`src/rtl/traffic_light_pkg.sv`:
```
// Shared lamp encodings, phase and fault code definitions
// for the traffic light monitor.
package traffic_light_pkg;

    // Lamp bit positions inside the [0:2] lamp vector.
    localparam int LAMP_G = 0;
    localparam int LAMP_Y = 1;
    localparam int LAMP_R = 2;

    // Index 0 is the leftmost bit of a [0:2] vector, so
    // 3'b100 lights only the green lamp.
    localparam logic [0:2] LEDS_DARK   = 3'b000;
    localparam logic [0:2] LEDS_GREEN  = 3'b100;
    localparam logic [0:2] LEDS_YELLOW = 3'b010;
    localparam logic [0:2] LEDS_RED    = 3'b001;

    typedef enum logic [2:0] {
        PH_IDLE   = 3'd0,
        PH_GREEN  = 3'd1,
        PH_YELLOW = 3'd2,
        PH_RED    = 3'd3,
        PH_DARK   = 3'd4
    } phase_e;

    typedef enum logic [2:0] {
        FC_NONE    = 3'd0,
        FC_MULTI   = 3'd1,
        FC_ILLEGAL = 3'd2,
        FC_SHORT   = 3'd3,
        FC_LONG    = 3'd4
    } fault_e;

endpackage

```
`src/rtl/traffic_light_monitor_tlm_phase_timer.sv`:
```
// Saturating phase-length counter with load-to-1 and
// min/max comparators against externally supplied limits.
//   clk, rst  : clock, async active-high reset
//   i_inc     : count one more cycle of the current phase
//   i_load    : new phase starts, counter becomes 1
//   i_min/max : limits for the phase being timed
//   o_cnt     : current count
//   o_short   : count below i_min
//   o_at_max  : count equals i_max (next increment exceeds it)
module tlm_phase_timer
    import traffic_light_pkg::*;
#(
    parameter int CNT_W = 12
) (
    input  logic             clk,
    input  logic             rst,
    input  logic             i_inc,
    input  logic             i_load,
    input  logic [CNT_W-1:0] i_min,
    input  logic [CNT_W-1:0] i_max,
    output logic [CNT_W-1:0] o_cnt,
    output logic             o_short,
    output logic             o_at_max
);

    localparam logic [CNT_W-1:0] SAT = '1;
    localparam logic [CNT_W-1:0] ONE = {{(CNT_W-1){1'b0}}, 1'b1};

    logic [CNT_W-1:0] r_cnt;

    always_ff @(posedge clk or posedge rst) begin
        if (rst) begin
            r_cnt <= '0;
        end else if (i_load) begin
            r_cnt <= ONE;
        end else if (i_inc && r_cnt != SAT) begin
            r_cnt <= r_cnt + ONE;
        end
    end

    assign o_cnt    = r_cnt;
    assign o_short  = r_cnt < i_min;
    // A saturated counter can never step past its limit.
    assign o_at_max = (r_cnt == i_max) && (r_cnt != SAT);

endmodule

```
`src/rtl/traffic_light_monitor.sv`:
```
// Passive lamp-side checker: tracks the light phase, times each
// phase and latches the first illegal pattern/order/duration.
//   clk, rst        : clock, async active-high reset
//   leds_i          : lamps [0]=green [1]=yellow [2]=red
//   force_red_i     : allows GREEN->RED early exit
//   clear_i         : clears the sticky fault (and stats)
//   phase_o         : tracked phase
//   phase_len_o/vld : length of the phase just ended + pulse
//   cycle_cnt_o     : completed G->Y->R->G cycles
//   fault_o/code_o  : sticky first fault
//   *_max_o         : longest completed phase lengths, only
//                     when TLM_PHASE_STATS_EN is defined
module traffic_light_monitor
    import traffic_light_pkg::*;
#(
    parameter int CNT_W      = 12,
    parameter int GREEN_MIN  = 60,
    parameter int GREEN_MAX  = 200,
    parameter int YELLOW_MIN = 6,
    parameter int YELLOW_MAX = 8,
    parameter int RED_MIN    = 4,
    parameter int RED_MAX    = 100
) (
    input  logic             clk,
    input  logic             rst,
    input  logic [0:2]       leds_i,
    input  logic             force_red_i,
    input  logic             clear_i,
    output logic [2:0]       phase_o,
    output logic [CNT_W-1:0] phase_len_o,
    output logic             phase_len_vld_o,
    output logic [15:0]      cycle_cnt_o,
    output logic             fault_o,
    output logic [2:0]       fault_code_o,
    output logic [CNT_W-1:0] green_max_o,
    output logic [CNT_W-1:0] yellow_max_o,
    output logic [CNT_W-1:0] red_max_o
);

    localparam logic [2:0] ST_IDLE   = PH_IDLE;
    localparam logic [2:0] ST_GREEN  = PH_GREEN;
    localparam logic [2:0] ST_YELLOW = PH_YELLOW;
    localparam logic [2:0] ST_RED    = PH_RED;
    localparam logic [2:0] ST_DARK   = PH_DARK;

    logic [0:2]       r_leds_q;
    logic [2:0]       r_phase;
    logic [CNT_W-1:0] r_len;
    logic             r_vld;
    logic [15:0]      r_cycle;
    logic             r_fault;
    logic [2:0]       r_code;
    // Progress through green->yellow->red: 1=G, 2=Y, 3=R.
    logic [1:0]       r_prog;

    logic [2:0]       w_dec;
    logic             w_multi;
    logic             w_stay;
    logic             w_idle_dark;
    logic             w_change;
    logic             w_pulse;
    logic             w_force_exit;
    logic             w_legal;
    logic             w_timed;
    logic [CNT_W-1:0] w_min;
    logic [CNT_W-1:0] w_max;
    logic [CNT_W-1:0] w_cnt;
    logic             w_short;
    logic             w_at_max;
    logic             w_f_illegal;
    logic             w_f_short;
    logic             w_f_long;
    logic [2:0]       w_code;

    always_comb begin
        w_dec   = ST_DARK;
        w_multi = 1'b0;
        case (r_leds_q)
            LEDS_DARK:   w_dec = ST_DARK;
            LEDS_GREEN:  w_dec = ST_GREEN;
            LEDS_YELLOW: w_dec = ST_YELLOW;
            LEDS_RED:    w_dec = ST_RED;
            default:     w_multi = 1'b1;
        endcase
    end

    // Dark lamps before any phase was seen keep us in IDLE.
    assign w_idle_dark = (r_phase == ST_IDLE) && (w_dec == ST_DARK);
    assign w_stay      = !w_multi && (w_dec == r_phase);
    assign w_change    = !w_multi && (w_dec != r_phase)
                         && !w_idle_dark;
    assign w_pulse     = w_change && (r_phase != ST_IDLE);

    assign w_force_exit = (r_phase == ST_GREEN)
                          && (w_dec == ST_RED) && force_red_i;

    always_comb begin
        w_legal = 1'b0;
        case (r_phase)
            ST_IDLE, ST_DARK:
                w_legal = (w_dec == ST_GREEN)
                          || (w_dec == ST_YELLOW);
            ST_GREEN:
                w_legal = (w_dec == ST_YELLOW)
                          || (w_dec == ST_DARK) || w_force_exit;
            ST_YELLOW:
                w_legal = (w_dec == ST_RED) || (w_dec == ST_DARK);
            ST_RED:
                w_legal = (w_dec == ST_GREEN) || (w_dec == ST_DARK);
            default:
                w_legal = 1'b0;
        endcase
    end

    always_comb begin
        w_min   = '0;
        w_max   = '1;
        w_timed = 1'b0;
        case (r_phase)
            ST_GREEN: begin
                w_min   = CNT_W'(GREEN_MIN);
                w_max   = CNT_W'(GREEN_MAX);
                w_timed = 1'b1;
            end
            ST_YELLOW: begin
                w_min   = CNT_W'(YELLOW_MIN);
                w_max   = CNT_W'(YELLOW_MAX);
                w_timed = 1'b1;
            end
            ST_RED: begin
                w_min   = CNT_W'(RED_MIN);
                w_max   = CNT_W'(RED_MAX);
                w_timed = 1'b1;
            end
            default: ;
        endcase
    end

    tlm_phase_timer #(
        .CNT_W(CNT_W)
    ) u_timer (
        .clk     (clk),
        .rst     (rst),
        .i_inc   (w_stay || w_multi),
        .i_load  (w_change),
        .i_min   (w_min),
        .i_max   (w_max),
        .o_cnt   (w_cnt),
        .o_short (w_short),
        .o_at_max(w_at_max)
    );

    assign w_f_illegal = w_change && !w_legal;
    assign w_f_short   = w_change && w_timed && w_short
                         && (w_dec != ST_DARK) && !w_force_exit;
    assign w_f_long    = (w_stay || w_multi) && w_timed && w_at_max
                         && !((r_phase == ST_RED) && force_red_i);

    always_comb begin
        w_code = FC_NONE;
        if (w_multi)
            w_code = FC_MULTI;
        else if (w_f_illegal)
            w_code = FC_ILLEGAL;
        else if (w_f_short)
            w_code = FC_SHORT;
        else if (w_f_long)
            w_code = FC_LONG;
    end

    always_ff @(posedge clk or posedge rst) begin
        if (rst) begin
            r_leds_q <= LEDS_DARK;
            r_phase  <= ST_IDLE;
            r_len    <= '0;
            r_vld    <= 1'b0;
            r_cycle  <= '0;
            r_prog   <= 2'd0;
        end else begin
            r_leds_q <= leds_i;
            r_vld    <= w_pulse;
            if (w_pulse)
                r_len <= w_cnt;
            if (w_change) begin
                r_phase <= w_dec;
                if (w_dec == ST_GREEN) begin
                    if (r_phase == ST_RED && r_prog == 2'd3)
                        r_cycle <= r_cycle + 16'd1;
                    r_prog <= 2'd1;
                end else if (r_phase == ST_GREEN
                             && w_dec == ST_YELLOW
                             && r_prog == 2'd1) begin
                    r_prog <= 2'd2;
                end else if (r_phase == ST_YELLOW
                             && w_dec == ST_RED
                             && r_prog == 2'd2) begin
                    r_prog <= 2'd3;
                end else begin
                    r_prog <= 2'd0;
                end
            end
        end
    end

    // A fault seen in the clear cycle is kept, not dropped.
    always_ff @(posedge clk or posedge rst) begin
        if (rst) begin
            r_fault <= 1'b0;
            r_code  <= FC_NONE;
        end else if (clear_i) begin
            r_fault <= (w_code != FC_NONE);
            r_code  <= w_code;
        end else if (!r_fault && w_code != FC_NONE) begin
            r_fault <= 1'b1;
            r_code  <= w_code;
        end
    end

`ifdef TLM_PHASE_STATS_EN
    logic [CNT_W-1:0] r_gmax;
    logic [CNT_W-1:0] r_ymax;
    logic [CNT_W-1:0] r_rmax;

    always_ff @(posedge clk or posedge rst) begin
        if (rst) begin
            r_gmax <= '0;
            r_ymax <= '0;
            r_rmax <= '0;
        end else if (clear_i) begin
            r_gmax <= '0;
            r_ymax <= '0;
            r_rmax <= '0;
        end else if (w_pulse) begin
            if (r_phase == ST_GREEN && w_cnt > r_gmax)
                r_gmax <= w_cnt;
            if (r_phase == ST_YELLOW && w_cnt > r_ymax)
                r_ymax <= w_cnt;
            if (r_phase == ST_RED && w_cnt > r_rmax)
                r_rmax <= w_cnt;
        end
    end

    assign green_max_o  = r_gmax;
    assign yellow_max_o = r_ymax;
    assign red_max_o    = r_rmax;
`else
    assign green_max_o  = '0;
    assign yellow_max_o = '0;
    assign red_max_o    = '0;
`endif

    assign phase_o         = r_phase;
    assign phase_len_o     = r_len;
    assign phase_len_vld_o = r_vld;
    assign cycle_cnt_o     = r_cycle;
    assign fault_o         = r_fault;
    assign fault_code_o    = r_code;

endmodule

```
`config.mk`:
```
export PLATFORM = sky130hd
export DESIGN_NAME = traffic_light_monitor
export DESIGN_NICKNAME = d
export VERILOG_FILES = /design/src/rtl/traffic_light_pkg.sv /design/src/rtl/traffic_light_monitor_tlm_phase_timer.sv /design/src/rtl/traffic_light_monitor.sv
export SDC_FILE = /design/constraint.sdc
export NUM_CORES = 1
export LEC_CHECK = 0
export BUFFER_PORTS_ARGS = -buffer_cell sky130_fd_sc_hd__buf_2
export CAP_MARGIN = 20
export CORE_UTILIZATION = 48
export CTS_BUF_LIST = sky130_fd_sc_hd__clkbuf_16
export DETAILED_ROUTE_END_ITERATION = 6
export GPL_ROUTABILITY_DRIVEN = 1
export PLACE_DENSITY_LB_ADDON = 0.2
export SLEW_MARGIN = 20
export SYNTH_ARGS = -nofsm -noshare
export SYNTH_HDL_FRONTEND = slang
export SYNTH_SLANG_ARGS = --single-unit
```
`constraint.sdc`:
```
create_clock -name clk -period 2 [get_ports clk]
set_input_delay 0 -clock clk [delete_from_list [all_inputs] [get_ports clk]]
set_output_delay 0 -clock clk [all_outputs]
set_load 0.01 [all_outputs]
```
==> flow_summary.json, run 1 <==
{
  "syn_to_final_growth_pct": 30.1,
  "clk_pin_slew_ns": 0.07,
  "post-place-cells": 447,
  "status": "finished, violations left",
  "cts_buffer_depth": 2,
  "place_ws_ns": -0.246,
  "grt_busiest_layer": "met2",
  "worst-setup-path-type": "reg2reg",
  "cap_violations": 0,
  "min_to": "fault_code_o[0]",
  "root_buffer": "clkbuf_16",
  "p_int_uw": 2360,
  "instances_no_fill": 480,
  "cp-end-kind": "flop",
  "ant_nets": 0,
  "h-tree-depth": 2,
  "first_pass_iters": 4,
  "use_met1_pct": 26.8,
  "fillers": 487,
  "overflow": 0,
  "async_flop_share_pct": 100,
  "power_frac_clock_pct": 33.6,
  "grt_antenna_before_repair": 0,
  "netlist_area_sq_mm": 0.00317,
  "place_congestion": 0.783,
  "nets": 415,
  "layout_commonest_cell": "dfrtp_1",
  "slew_headroom_pct": 55.4,
  "avgSynthCellArea_sq_um": 10.4,
  "cts_sinks": 53,
  "yosys_warnings": 0,
  "grt_use_met3_pct": 3.68,
  "multi_input_area_sq_mm": 0.00176,
  "portBuffers": 42,
  "seq_area_sq_mm": 0.00133,
  "rows": 29,
  "drive_gt1_share_pct": 39.2,
  "critical_path.max_fanout": 4,
  "avgRoutedWirePerCell_um": 14.5,
  "routed_wl_um": 6980,
  "die_h_um": 83.3,
  "final-setup-viol-count": 18,
  "fmax_ghz": 0.457,
  "min_period_ns": 2.19,
  "pwr-share-seq_pct": 37.8,
  "rsz0062_at_grt": "true",
  "grt.total_usage_pct": 19.0,
  "die_x_um": 83.3,
  "r2r-start": "phase_o[1]",
  "hold_viol": 0,
  "power_uw": 3300,
  "syn_inst": 306,
  "drcViolationCount": 0,
  "vias_per_cell": 5.25,
  "mostFrequentLayoutCells": "dfrtp_1, buf_4, buf_2",
  "met2_usage_pct": 30.0,
  "dr.first_iter.drc_count": 103,
  "initial_core_util_pct": 50.0,
  "synth_edf_count": 0,
  "skew_ns": 0.00871,
  "r2r_end": "fault_code_o[1]",
  "cp.required_ns": 2.17,
  "io_pins": 79,
  "route.vias.total": 2521,
  "core_sq_mm": 0.00635,
  "share_comb_of_total_power_pct": 28.6,
  "power.density_mw_per_mm2": 799,
  "r2r_slack_ns": -0.19,
  "first_global_vias": 2299,
  "arrival_ns": 2.36,
  "start_kind": "flop",
  "worstHoldStart": "clear_i",
  "tightest_slew_ns": 0.669,
  "insertion_delay_ns": 0.29,
  "antennaDiodeCount": 0,
  "whs_path_depth": 3,
  "place.detailed.hpwl_um": 4540,
  "fin_crit_sh_pct": 109,
  "p_sw_share_pct": 28.6,
  "grt_pass1_wl_um": 10800,
  "min_path_type": "in2reg",
  "p_switching_uw": 942,
  "die-area_sq_mm": 0.00694,
  "cts_tree": "built",
  "seq_area_frac_synth_pct": 41.8,
  "worst_slack_ns": -0.187,
  "synth.distinct_cells": 56,
  "ys.flop_type": "dfrtp_1",
  "ir_drop_uv": 681,
  "synth_seq_cells": 53,
  "cts_buffers": 5,
  "drv_slew": 0,
  "violations": "negative setup slack",
  "grt_max_degree": 54,
  "reg2regPathDepth": 8,
  "power.leakage_uw": 0.00210
}
-- stage by stage --
| step | hold WS (ns) | utilization [%] | setup TNS, ns | cell area, sq um |
|---|---|---|---|---|
| floorplan | 0.0314 | - | -0.494 | 3330 |
| global placement | 0.108 | 56.1 | -1.98 | 3560 |
| detailed placement | 0.109 | 56.1 | -2.84 | 3560 |
| CTS | 0.0358 | 61.2 | -0.381 | 3880 |
| global route | 0.0558 | 65.0 | -2.34 | 4130 |
| finish | 0.0361 | 65.0 | -1.04 | 4130 |
-- synth_stat cells (6+ instances only) --
master | instances | area [sq um]
mux2_4 | 8 | 120
xor2_1 | 9 | 78.8
nand2_1 | 16 | 60.1
nor3_1 | 6 | 30.0
xnor2_1 | 20 | 175
inv_1 | 8 | 30.0
buf_4 | 37 | 278
and3_1 | 9 | 56.3
ha_1 | 6 | 75.1
nand4_1 | 10 | 62.6
mux2_2 | 7 | 78.8
nand2b_1 | 7 | 43.8
nand3_1 | 15 | 75.1
a21oi_1 | 7 | 35.0
dfrtp_1 | 53 | 1330
nor2_1 | 18 | 67.6
-- state kept, by name (all words and copies together) (netlist names), 2 cells and up --
register and count:
r_prog 2, r_leds_q 3, phase_len_o 12, cycle_cnt_o 16, fault_code_o 3, u_timer.o_cnt 12, phase_o 3
-- cell families after synthesis --
logic type / after synthesis / synth area share, %
flip-flops: 53 / 41.8
XOR/XNOR: 29 / 8.00
AND/OR/NAND/NOR: 112 / 20.4
multiplexers: 16 / 6.59
other: 1 / 0.118
AO/OA/AOI/OAI: 32 / 8.71
buffers and inverters: 56 / 11.7
adder cells (fa/ha/maj): 7 / 2.72
-- metal layers --
layer  routed length, um  share of wire [%]  vias up
met1                3180                 46     1210
met5                   0                  0        -
met3                 386                5.5        7
met2                3350                 48      100
li1                    -                  -     1204
met4                  61               0.87        0
-- power by group through the flow --
stage	combinational, uW	sequential, uW	clock, uW
2_1_floorplan	517	1300	0
3_3_place_gp	773	1260	0
3_5_place_dp	785	1270	0
4_1_cts	825	1250	1130
5_1_grt	1020	1260	1170
6_report	944	1250	1110
-- layout make-up --
cell class | count | share of cell area [%]
clock inverters | 3 | 1.67
inverters | 8 | 0.727
flip-flops and latches | 53 | 32.3
repair buffers | 102 | 17.2
clock buffers | 5 | 3.03
well taps | 77 | 2.33
multi-input cells | 232 | 42.7
-- timing repair --
| action | 4_1_cts | 5_1_grt |
|---|---|---|
| hold buffers | 4 | 0 |
| gates cloned | 0 | 1 |
| pin swaps | 9 | 16 |
| resized for setup | 11 | 26 |
| setup buffers | 5 | 15 |
| hold endpoints to repair | 56 | 0 |
| setup endpoints to repair | 33 | 33 |
-- worst max-delay path by stage --
stage,from,end,slack (ns),cells after the start
6_report,phase_o[1],fault_code_o[1],-0.19,8
5_1_grt,phase_o[1],fault_code_o[1],-0.28,8
4_1_cts,phase_o[1],fault_code_o[1],-0.1,8
3_5_place_dp,phase_o[1],fault_code_o[0],-0.25,8
3_3_place_gp,phase_o[1],fault_code_o[0],-0.21,8
2_1_floorplan,phase_o[1],fault_code_o[1],-0.17,9
-- worst max-delay path, cell delays in order (launching register included) --
cell and delay, ns:
dfrtp_2 0.42, or3b_4 0.45, ha_4 0.25, a21oi_2 0.14
o22ai_2 0.10, nor4_4 0.32, a21o_1 0.19, nand3b_1 0.11
o211ai_1 0.09
No activity file was read; power rests on OpenSTA's default activity.
==> run 2, diff against run 1 <==
Settings changed: CORE_UTILIZATION 48 to 50, CTS_BUF_LIST sky130_fd_sc_hd__clkbuf_16 to sky130_fd_sc_hd__clkbuf_8, CTS_CLUSTER_SIZE from default to 24, TNS_END_PERCENT from default to 20.
==> flow_summary.json, run 2 (synthesized netlist as in run 1, its figures left out) <==
{
  "status": "finished, violations left",
  "violations": "negative setup slack",
  "wl_met1_um": 2910,
  "cp.required_ns": 2.20,
  "dr.max_layer_used": "met4",
  "dpl-instance-area_sq_mm": 0.00356,
  "cp_top_family": "simple AND/OR/NAND/NOR gates",
  "nets": 401,
  "p_int_uw": 2090,
  "place.detailed.hpwl_um": 4630,
  "syn_to_final_growth_pct": 24.2,
  "die-area_sq_mm": 0.00667,
  "avgRoutedWirePerCell_um": 13.8,
  "rows": 28,
  "start_kind": "flop",
  "path_buf_inv": 0,
  "fin_crit_sh_pct": 107,
  "clk_pin_slew_ns": 0.10,
  "ir_drop_uv": 365,
  "fmax_ghz": 0.468,
  "route.vias.total": 2438,
  "worstHoldStart": "clear_i",
  "largest_reg_flops": 16,
  "place_ws_ns": -0.272,
  "antennaDiodeCount": 0,
  "wl_met3_um": 352,
  "share_comb_of_total_power_pct": 29.2,
  "die_h_um": 81.7,
  "rsz0062_at_grt": "true",
  "overflow": 0,
  "ant_nets": 0,
  "final-setup-viol-count": 19,
  "drive_gt1_share_pct": 35.2,
  "mostFrequentLayoutCells": "dfrtp_1, buf_2, conb_1",
  "min_to": "fault_code_o[2]",
  "r2r-start": "phase_o[1]",
  "hold_viol": 0,
  "first_global_vias": 2313,
  "vias_per_cell": 5.25,
  "cts_tree": "built",
  "initial_core_util_pct": 52.7,
  "h-tree-depth": 2,
  "cts_buffers": 5,
  "drv_slew": 0,
  "design_area_sq_mm": 0.00394,
  "min_period_ns": 2.14,
  "first_pass_iters": 4,
  "max_stage_delay_ns": 0.45,
  "grt.total_usage_pct": 20.2,
  "place_congestion": 0.889,
  "routed_wl_um": 6380,
  "wl_met2_um": 3010,
  "drcViolationCount": 0,
  "arrival_ns": 2.33,
  "critPathSlowestCell": "or3b_4",
  "final_core_util_pct": 65.4,
  "pwr-share-seq_pct": 42.0,
  "power.leakage_uw": 0.00201,
  "p_sw_share_pct": 30.1,
  "r2r_end": "fault_code_o[1]",
  "reg2regPathDepth": 8,
  "power_uw": 2990,
  "core_sq_mm": 0.00603,
  "insertion_delay_ns": 0.31,
  "power.density_mw_per_mm2": 760,
  "cts_buffer_depth": 2,
  "portBuffers": 42,
  "min_path_type": "in2reg",
  "critical_path.max_fanout": 5,
  "layout_commonest_cell": "dfrtp_1",
  "r2r_slack_ns": -0.14,
  "skew_ns": 0.00692,
  "cp-end-kind": "flop",
  "cts_sinks": 53,
  "p_switching_uw": 901,
  "grt_antenna_before_repair": 0,
  "worst-setup-path-type": "reg2reg",
  "root_buffer": "clkbuf_8",
  "grt_pass1_wl_um": 10400,
  "die_x_um": 81.7,
  "grt_max_degree": 21,
  "dr.first_iter.drc_count": 115,
  "cap_violations": 0,
  "crit_chain": "or3b_4 > ha_4 > a21oi_2 > o22ai_2 > nor4_4 > a21o_1 > nand3b_1 > o211ai_1",
  "whs_path_depth": 4,
  "worst_slack_ns": -0.138,
  "io_pins": 79,
  "power_frac_clock_pct": 28.8
}
## run 2: cell count changes in the layout (fill, tap and decap cells not counted), moves of 2 or more
| cell | delta |
|---|---|
| buf_4 | -15 |
| clkbuf_16 | -6 |
| clkbuf_8 | +5 |
| buf_6 | +3 |
| clkbuf_2 | -3 |
| nor2_1 | +3 |
| nor2_4 | -3 |
| xnor2_1 | +2 |
| xnor2_2 | -2 |
## run 2: power groups by stage
| stage | clock [uW] | combinational, uW | sequential [uW] |
|---|---|---|---|
| 2_1_floorplan | 0 | 517 | 1300 |
| 3_3_place_gp | 0 | 749 | 1270 |
| 3_5_place_dp | 0 | 767 | 1270 |
| 4_1_cts | 889 | 816 | 1250 |
| 5_1_grt | 932 | 964 | 1270 |
| 6_report | 863 | 875 | 1260 |
## run 2: metal layers
metal  track usage, %  up-vias
li1                 -     1178
met1             25.8     1171
met2             33.8       74
met3             4.56       15
met4             6.84        0
met5                0        -
## run 2: worst max-delay path by stage
stage	from	endpoint	slack, ns	cells past startpoint
finish	phase_o[1]	fault_code_o[1]	-0.14	8
global route	phase_o[1]	fault_code_o[1]	-0.21	8
CTS	phase_o[2]	fault_code_o[1]	-0.12	10
detailed placement	phase_o[1]	fault_code_o[1]	-0.27	8
global placement	phase_o[1]	fault_code_o[1]	-0.19	8
floorplan	phase_o[1]	fault_code_o[1]	-0.17	9
## run 2: final cells by class
cell class	count	area (sq um)
repair buffers	87	613
well taps	75	93.8
clock inverters	3	68.8
multi-input cells	233	1740
clock buffers	5	68.8
inverters	8	30.0
fillers	499	2080
flip-flops and latches	53	1330
## run 2: through the flow
| stage | hold slack [ns] | instances | TNS [ns] |
|---|---|---|---|
| floorplan | 0.0314 | 341 | -0.494 |
| CTS | 0.00770 | 462 | -0.754 |
| global placement | 0.0158 | 443 | -2.37 |
| detailed placement | 0.0110 | 443 | -2.87 |
| global route | 0.0294 | 464 | -2.30 |
| finish | 0.0113 | 464 | -0.533 |
## run 2: repair_timing
item / in CTS / in global routing
pin swaps: 15 / 12
hold buffers: 4 / 0
endpoints found under the hold margin: 21 / 0
setup endpoints to repair: 33 / 35
cloned: 1 / 0
buffers inserted: 6 / 2
gates resized for setup: 12 / 18
## run 2: worst register-to-register path: cells and delay by family (launching register included)
kind	cells	cell delay, ns
adders and majority gates	1	0.24
and+or+nand+nor	3	0.87
DFF	1	0.41
AOI/OAI and AO/OA	4	0.51
